File: config.mk
export PLATFORM = sky130hd
export DESIGN_NAME = uart_fifo_lvl
export DESIGN_NICKNAME = d
export VERILOG_FILES = /design/src/rtl/uart_pkg.sv /design/src/rtl/uart_fifo_ptr.sv /design/src/rtl/uart_fifo_lvl.sv
export SDC_FILE = /design/constraint.sdc
export NUM_CORES = 1
export LEC_CHECK = 0
export ABC_CLOCK_PERIOD_IN_PS = 3000
export BUFFER_PORTS_ARGS = -buffer_cell sky130_fd_sc_hd__buf_2
export CAP_MARGIN = 0
export CORE_AREA = 2 2 108 110
export CTS_CLUSTER_SIZE = 30
export DETAILED_ROUTE_END_ITERATION = 8
export DIE_AREA = 0 0 110 112
export GPL_ROUTABILITY_DRIVEN = 0
export PLACE_DENSITY_LB_ADDON = 0.25
export RECOVER_POWER = 50
export SLEW_MARGIN = 5
export SYNTH_ARGS = -nofsm -noshare
export SYNTH_HDL_FRONTEND = slang
export SYNTH_SLANG_ARGS = --single-unit
File: constraint.sdc
create_clock -name clk -period 3 [get_ports clk]
set_clock_uncertainty 0.1 [all_clocks]
set_input_delay 0.15 -clock clk [delete_from_list [all_inputs] [get_ports clk]]
set_output_delay 0.15 -clock clk [all_outputs]
set_load 0.05 [all_outputs]
File: src/rtl/uart_pkg.sv
// Shared UART datapath defaults and the character word type.
package uart_pkg;

  localparam int UART_DATA_SIZE  = 8;
  localparam int UART_FIFO_DEPTH = 16;

  typedef logic [UART_DATA_SIZE-1:0] uart_word_t;

endpackage

File: src/rtl/uart_fifo_ptr.sv
// Mod-DEPTH wrap counter used for the FIFO write and read pointers.
module uart_fifo_ptr #(
  parameter int DEPTH = 16,
  parameter int PTR_W = (DEPTH > 1) ? $clog2(DEPTH) : 1
) (
  input  logic             clk,
  input  logic             reset,
  input  logic             clr,
  input  logic             inc,
  output logic [PTR_W-1:0] ptr
);

  localparam logic [PTR_W-1:0] LAST = PTR_W'(DEPTH - 1);

  logic [PTR_W-1:0] ptr_reg;

  // Explicit wrap at DEPTH-1 so any depth works, not only powers of two.
  always_ff @(posedge clk or posedge reset) begin
    if (reset) begin
      ptr_reg <= '0;
    end else if (clr) begin
      ptr_reg <= '0;
    end else if (inc) begin
      ptr_reg <= (ptr_reg == LAST) ? '0 : ptr_reg + 1'b1;
    end
  end

  assign ptr = ptr_reg;

endmodule

File: src/rtl/uart_fifo_lvl.sv
// UART character FIFO with arbitrary depth, fill level, almost flags,
// sticky overflow/underflow and a synchronous flush.
module uart_fifo_lvl
  import uart_pkg::*;
#(
  parameter int DATA_SIZE = UART_DATA_SIZE,
  parameter int DEPTH     = UART_FIFO_DEPTH,
  parameter int AF_LEVEL  = DEPTH - 2,
  parameter int AE_LEVEL  = 1,
  parameter int LVL_W     = $clog2(DEPTH + 1)
) (
  input  logic                 clk,
  input  logic                 reset,
  input  logic                 s_tick,
  input  logic                 clr,
  input  logic [DATA_SIZE-1:0] w_data,
  input  logic                 wr,
  input  logic                 rd,
  output logic [DATA_SIZE-1:0] r_data,
  output logic                 full,
  output logic                 empty,
  output logic                 almost_full,
  output logic                 almost_empty,
  output logic [LVL_W-1:0]     level,
  output logic                 overflow,
  output logic                 underflow
);

  localparam int PTR_W = (DEPTH > 1) ? $clog2(DEPTH) : 1;
  localparam logic [LVL_W-1:0] DEPTH_L = LVL_W'(DEPTH);
  localparam logic [LVL_W-1:0] AF_L    = LVL_W'(AF_LEVEL);
  localparam logic [LVL_W-1:0] AE_L    = LVL_W'(AE_LEVEL);

  logic [DATA_SIZE-1:0] mem [DEPTH];
  logic [PTR_W-1:0]     w_ptr;
  logic [PTR_W-1:0]     r_ptr;

  logic [LVL_W-1:0] level_reg, level_next;
  logic             full_reg, empty_reg, af_reg, ae_reg;
  logic             ovf_reg, unf_reg;
  logic             wr_acc, rd_acc, wr_rej, rd_rej;

  // A full FIFO still accepts a write when a read frees a slot in the same tick.
  assign wr_acc = s_tick && !clr && wr && (!full_reg || rd);
  assign rd_acc = s_tick && !clr && rd && !empty_reg;
  assign wr_rej = s_tick && wr && full_reg && !rd;
  assign rd_rej = s_tick && rd && empty_reg;

  always_comb begin
    level_next = level_reg;
    if (clr) begin
      level_next = '0;
    end else begin
      level_next = level_reg + LVL_W'(wr_acc) - LVL_W'(rd_acc);
    end
  end

  uart_fifo_ptr #(.DEPTH(DEPTH), .PTR_W(PTR_W)) u_wr_ptr (
    .clk   (clk),
    .reset (reset),
    .clr   (clr),
    .inc   (wr_acc),
    .ptr   (w_ptr)
  );

  uart_fifo_ptr #(.DEPTH(DEPTH), .PTR_W(PTR_W)) u_rd_ptr (
    .clk   (clk),
    .reset (reset),
    .clr   (clr),
    .inc   (rd_acc),
    .ptr   (r_ptr)
  );

  // Storage is deliberately left out of reset and flush.
  always_ff @(posedge clk) begin
    if (wr_acc) begin
      mem[w_ptr] <= w_data;
    end
  end

  always_ff @(posedge clk or posedge reset) begin
    if (reset) begin
      level_reg <= '0;
      full_reg  <= 1'b0;
      empty_reg <= 1'b1;
      af_reg    <= 1'b0;
      ae_reg    <= 1'b1;
      ovf_reg   <= 1'b0;
      unf_reg   <= 1'b0;
    end else begin
      level_reg <= level_next;
      full_reg  <= (level_next == DEPTH_L);
      empty_reg <= (level_next == '0);
      af_reg    <= (level_next >= AF_L);
      ae_reg    <= (level_next <= AE_L);
      if (clr) begin
        ovf_reg <= 1'b0;
        unf_reg <= 1'b0;
      end else begin
        ovf_reg <= ovf_reg || wr_rej;
        unf_reg <= unf_reg || rd_rej;
      end
    end
  end

  assign r_data       = empty_reg ? '0 : mem[r_ptr];
  assign level        = level_reg;
  assign full         = full_reg;
  assign empty        = empty_reg;
  assign almost_full  = af_reg;
  assign almost_empty = ae_reg;
  assign overflow     = ovf_reg;
  assign underflow    = unf_reg;

endmodule

# [Word level (Yosys, flattened, before mapping)]
# Memories as Yosys holds them, arrays and structs flattened.
# Cells that the tools add are included.
[totals] register_bits=19 ramBits=128 inputBits=14 elab_cells=51 memories=1
[memory_table] name="mem" words=16 width=8 read_ports=1 rd_clocked_by_memory_dff=0 wr=1 line="uart_fifo_lvl.sv:34" source="logic [DATA_SIZE-1:0] mem [DEPTH];"
[classes] muxes=12 addsub=4 n_lt_le_gt_ge=2 reduce_logical=20 n_eq_ne=3
[ops] cell="4-bit 2-to-1 mux" count=6
[ops] cell="1-bit logical AND" count=10
[ops] cell="4-bit by 1-bit adder with 4-bit output (second input constant)" count=2
[ops] cell="4-bit equality test (second input constant)" count=2
[ops] cell="8-bit 2-to-1 mux" count=1
[ops] cell="5-bit by 1-bit adder with 5-bit output" count=1
[ops] cell="5-bit equality test (second input constant)" count=1
[ops] cell="5-bit by 4-bit greater-or-equal comparator with 1-bit output (second input constant)" count=1
[ops] cell="5-bit by 1-bit less-or-equal comparator with 1-bit output (second input constant)" count=1
[ops] cell="5-bit zero test" count=1
[ops] cell="5-bit 2-to-1 mux" count=1
[ops] cell="5-bit by 1-bit subtractor with 5-bit output" count=1
[ops] cell="1-bit zero test" count=4
[ops] cell="1-bit 2-to-1 mux" count=4
[ops] cell="2-bit nonzero test" count=2
[ops] cell="1-bit logical OR" count=3

# [Depth between registers and ports, before layout]
[logic_depth] ltp_word=8 mapped_depth=11 mapped_depth_nobuf=11

# [Hierarchy]
# From an unflattened synthesis, not the netlist that was laid out.
[unflattened] cells_unflattened=379 hier_area_um2=6132.1
[modules_own_cells] module="uart_fifo_lvl" cells_each=337 seq_area_each_um2=4121.5 area_each_um2=5729.2 n_inst=1
[modules_own_cells] module="uart_fifo_ptr" cells_each=21 seq_area_each_um2=100.1 area_each_um2=201.4 n_inst=2

# [Worst setup path after synthesis]
# No wires, ideal clock.
[synth_path] path_kind="flip-flop to flip-flop" from="register full_reg (netlist: full)" to="register full_reg (netlist: full)" slack_ps=6 t_arrival_ps=2773 stages_incl_launch_ff=12 setup_ps=121 path_buffers=0 synth_period_minus_slack_ps=2994 t_required_ps=2779 cell_sequence="dfrtp_1 > nor2b_1 > nor3_1 > inv_1 > ha_1 > inv_1 > ha_1 > fa_1 > a21o_1 > a21oi_1 > xnor2_1 > and4b_1"
[synth_via] elab_chain_cells=7
[synth_rtl] item="from (decl)" line="uart_fifo_lvl.sv:39" source="logic full_reg, empty_reg, af_reg, ae_reg;"
[synth_rtl] item="from (signal assigned)" line="uart_fifo_lvl.sv:92" source="full_reg <= (level_next == DEPTH_L);"
[synth_rtl] item="1-bit zero test" line="uart_fifo_lvl.sv:44" source="assign wr_acc = s_tick && !clr && wr && (!full_reg || rd);"
[synth_rtl] item="1-bit logical OR" line="uart_fifo_lvl.sv:44"
[synth_rtl] item="1-bit logical AND" line="uart_fifo_lvl.sv:44"
[synth_rtl] item="5-bit by 1-bit adder with 5-bit output" line="uart_fifo_lvl.sv:54" source="level_next = level_reg + LVL_W'(wr_acc) - LVL_W'(rd_acc);"
[synth_rtl] item="5-bit by 1-bit subtractor with 5-bit output" line="uart_fifo_lvl.sv:54"
[synth_rtl] item="5-bit 2-to-1 mux" line="uart_fifo_lvl.sv:51" source="if (clr) begin"
[synth_rtl] item="5-bit equality test" line="uart_fifo_lvl.sv:92"
# No other way between the ends.
# A chain may end at the register's enable or synchronous reset.

# [Final worst setup path]
[layout_path] from="register u_rd_ptr.ptr_reg[0] (netlist: u_rd_ptr.ptr[0])" to="output r_data[4]"
[layout_via] elab_chain_cells=2
[layout_rtl] item="from (decl)" line="uart_fifo_ptr.sv:15" source="logic [PTR_W-1:0] ptr_reg;"
[layout_rtl] item="from (signal assigned)" line="uart_fifo_ptr.sv:24" source="ptr_reg <= (ptr_reg == LAST) ? '0 : ptr_reg + 1'b1;"
[layout_rtl] item="memory read 16 x 8 bit"
[layout_rtl] item="8-bit 2-to-1 mux" line="uart_fifo_lvl.sv:106" source="assign r_data = empty_reg ? '0 : mem[r_ptr];"
[layout_rtl] item="to (decl)" line="uart_fifo_lvl.sv:19" source="output logic [DATA_SIZE-1:0] r_data,"
# No other way between the ends.

==> results.md <==
* Status: finished clean
* Hold Vio Cnt, Final at 0
* Fin crit share at between 90% and 100%
* Cells after synthesis at 337
* Compound-Gate Fraction of Synth Area at 3.87%
* Hold Path Stages at 4
* Inserted Diodes at 0
* Placed insts at roughly 520
* Clk root buf: clkbuf_16
* Maximum fanout along the worst path at 17
* DR vias at about 3200
* Worst skew pair latency at ~420 ps
* Post-Synth Simple-Gate Area at 5.43%
* Nets at about 430
* Worst hold path class: input port to flip-flop
* CTS tree: done
* Multi-input gate area at 1600 µm²
* Io pins at 33
* Main combinational cell family by area after synthesis: multiplexers
* Slew @ Worst Pin at 734 ps
* Non-Filler Instances at 562
* Max H-tree Level at 4
* Die height at roughly 110 µm
* FF+latch area at 4320 µm²
* Post-synthesis cell type count at 43
* Crit path from: u_rd_ptr.ptr[0]
* DR vias/cell at 5.71
* Fin util at roughly 64%
* Worst r2r src: full
* R2r worst-path depth at 11
* Die Wd at 110 µm
* Worst reg2reg setup slack at about 250 ps
* DRT Wirelength at 11.2 mm
* DRT iter0 DRCs at roughly 240
* Share of cells above drive strength 1 at 25.5%
* Kind of critical path: flip-flop to output port
* Worst Path Required at 2750 ps
* Final ANT Viol Nets at 0
* Post-DP HPWL at 7.43 mm
* Mean Syn Cell Area at 17.9 µm²
* Clk slew on worst S/H paths at about 60 ps
* Startpoint types: flip-flop
* Num Clock Sinks at 147
* Post-CTS setup buffers at 0
* Top cell type by total area after synthesis: edfxtp_1
* Crit path time final at 2790 ps
* Slew Viols, Final at 0
* Unrepaired setup endpoints after global routing: no
* Count leader, synth: edfxtp_1
* Grt ovf at 0
* Area grow syn2layout at 18.1%
* Top cells by count, synth: 128 x edfxtp_1, 27 x mux4_2, 25 x nor2_1
* Synth Flop Type: edfxtp_1
* Synthesized net count at 362
* Final setup fails at 0
* CP endpoint: r_data[4]
* Max VDD drop at 0.000657 V
* DR WL/cell at 19.9 µm
* Highest clock rate at 0.359 GHz
* Slew HR at 51.0%
* Power Density at 735 nW/µm²
* IO buf count at 32
* CTS Buf Count at 17
* Synthesized cell area at 6040 µm²
* Max reg flops at about 130
* Synth area leaders: edfxtp_1 64%, mux4_2 10%, dfrtp_1 7.0%, mux2i_1 2.8%, ha_1 2.1%
* Global-route wire length before repair at between 15 and 20 mm
* Area share of the largest cell type after synthesis at 63.6%
* Setup crit end kind: output port
* Seq/Total Area, Yosys at a little over 70%
* Initial antenna violation count at 0
* Post-synthesis mux area share at 13.8%
* Synth async-reset ratio at roughly an eighth
* Post-synth EDFFs at 128
* Arr. time, crit path at around 2500 ps
* Placeable Area at ~11000 µm²
* Syn. warnings at 0
* Total Die Area at 12300 µm²
* Total track usage at 20.3%
* Initial Utilization at 54.1%
* DRC at 0
* Setup TNS Final at 0 ps
* Max-cap violations at 0
* Post-Synth Adder-Cell Area at 2.40%
* Synth Register Bits at 147
* Drt pass-1 iters at 5
* Clock Path Buffers at 2
* Largest net degree at the start of global routing at 21
* Vias in the first global route at roughly 3300
* P_leak at approximately 2.5 nW
* # rows at 39
* Reg2reg end: full
* XOR/XNOR Fraction of Synth Area at 0.870%
* Fillers at about 790
## logic make-up (layout without fill, tap and decap cells)
family	after synthesis	after routing
adder cells (fa/ha/maj)	11	11
buffers and inverters	26	108
flip-flops	147	147
multiplexers	46	46
AO/OA/AOI/OAI	34	34
XOR/XNOR	6	6
AND/OR/NAND/NOR	67	67
## stage by stage
stage | hold slack, ps | total power (W) | worst slack (ps) | instance area (µm²)
finish | 37.4 | 0.00524 | 212 | 7130
CTS | 1.59 | 0.00529 | 169 | 7140
detailed placement | 212 | 0.00327 | 187 | 6500
global placement | 186 | 0.00325 | 267 | 6500
floorplan | -0.350 | 0.00305 | 6.28 | 6040
global route | 74.6 | 0.00544 | 67.0 | 7130
## how the worst min path moves through the flow
| stage | startpoint | to | slack [ps] |
|---|---|---|---|
| after detailed placement | reset | full | 210 |
| after floorplan | reset | almost_full | -0.4 |
| after global routing | clr | u_wr_ptr.ptr[3] | 70 |
| final | wr | overflow | 40 |
| after CTS | w_data[0] | mem[11][0] | 2 |
| after global placement | reset | underflow | 190 |
## placed cells by master (no fill, tap or decap), drive strengths merged, types with 5 or more instances in the layout
master	instances
nor3	6
dlygate4sd3	7
clkinv	9
nand2	14
ha	10
mux2i	17
xor2	5
o22ai	6
buf	42
edfxtp	128
mux4	29
a21oi	10
nor2	25
clkbuf	34
dfrtp	17
inv	11
## power by group
part	switching, W	internal [W]
sequential	0.0000413	0.00229
combinational	0.000596	0.000326
clock	0.000782	0.00121
total	0.00142	0.00382
## metal layers
| metal | global-route usage (%) | vias to the layer above | wire length (µm) |
|---|---|---|---|
| met1 | 25.9 | 1625 | 4440 |
| met2 | 32.3 | 98 | 5760 |
| met3 | 6.03 | 16 | 791 |
| li1 | - | 1468 | - |
| met4 | 8.78 | 0 | 163 |
| met5 | 0 | - | 0 |
## layout make-up
class	count	area share (%)
well taps	143	2.51
repair buffers	66	5.95
multi-input cells	164	22.5
inverters	10	0.526
flip-flops and latches	147	60.6
clock buffers	17	5.96
clock inverters	15	1.98
## critical path: stages (launching register included)
cell     delay, ps
dfrtp_2        680
mux4_1         660
a22o_1         210
a221o_1        340
buf_2          220
## what timing repair did
action	in CTS	in global routing
resized for setup	0	2
hold endpoints to repair	49	0
hold buffers	7	0
setup endpoints to repair	0	1
Note: power is estimated with default switching activity, not from simulation.
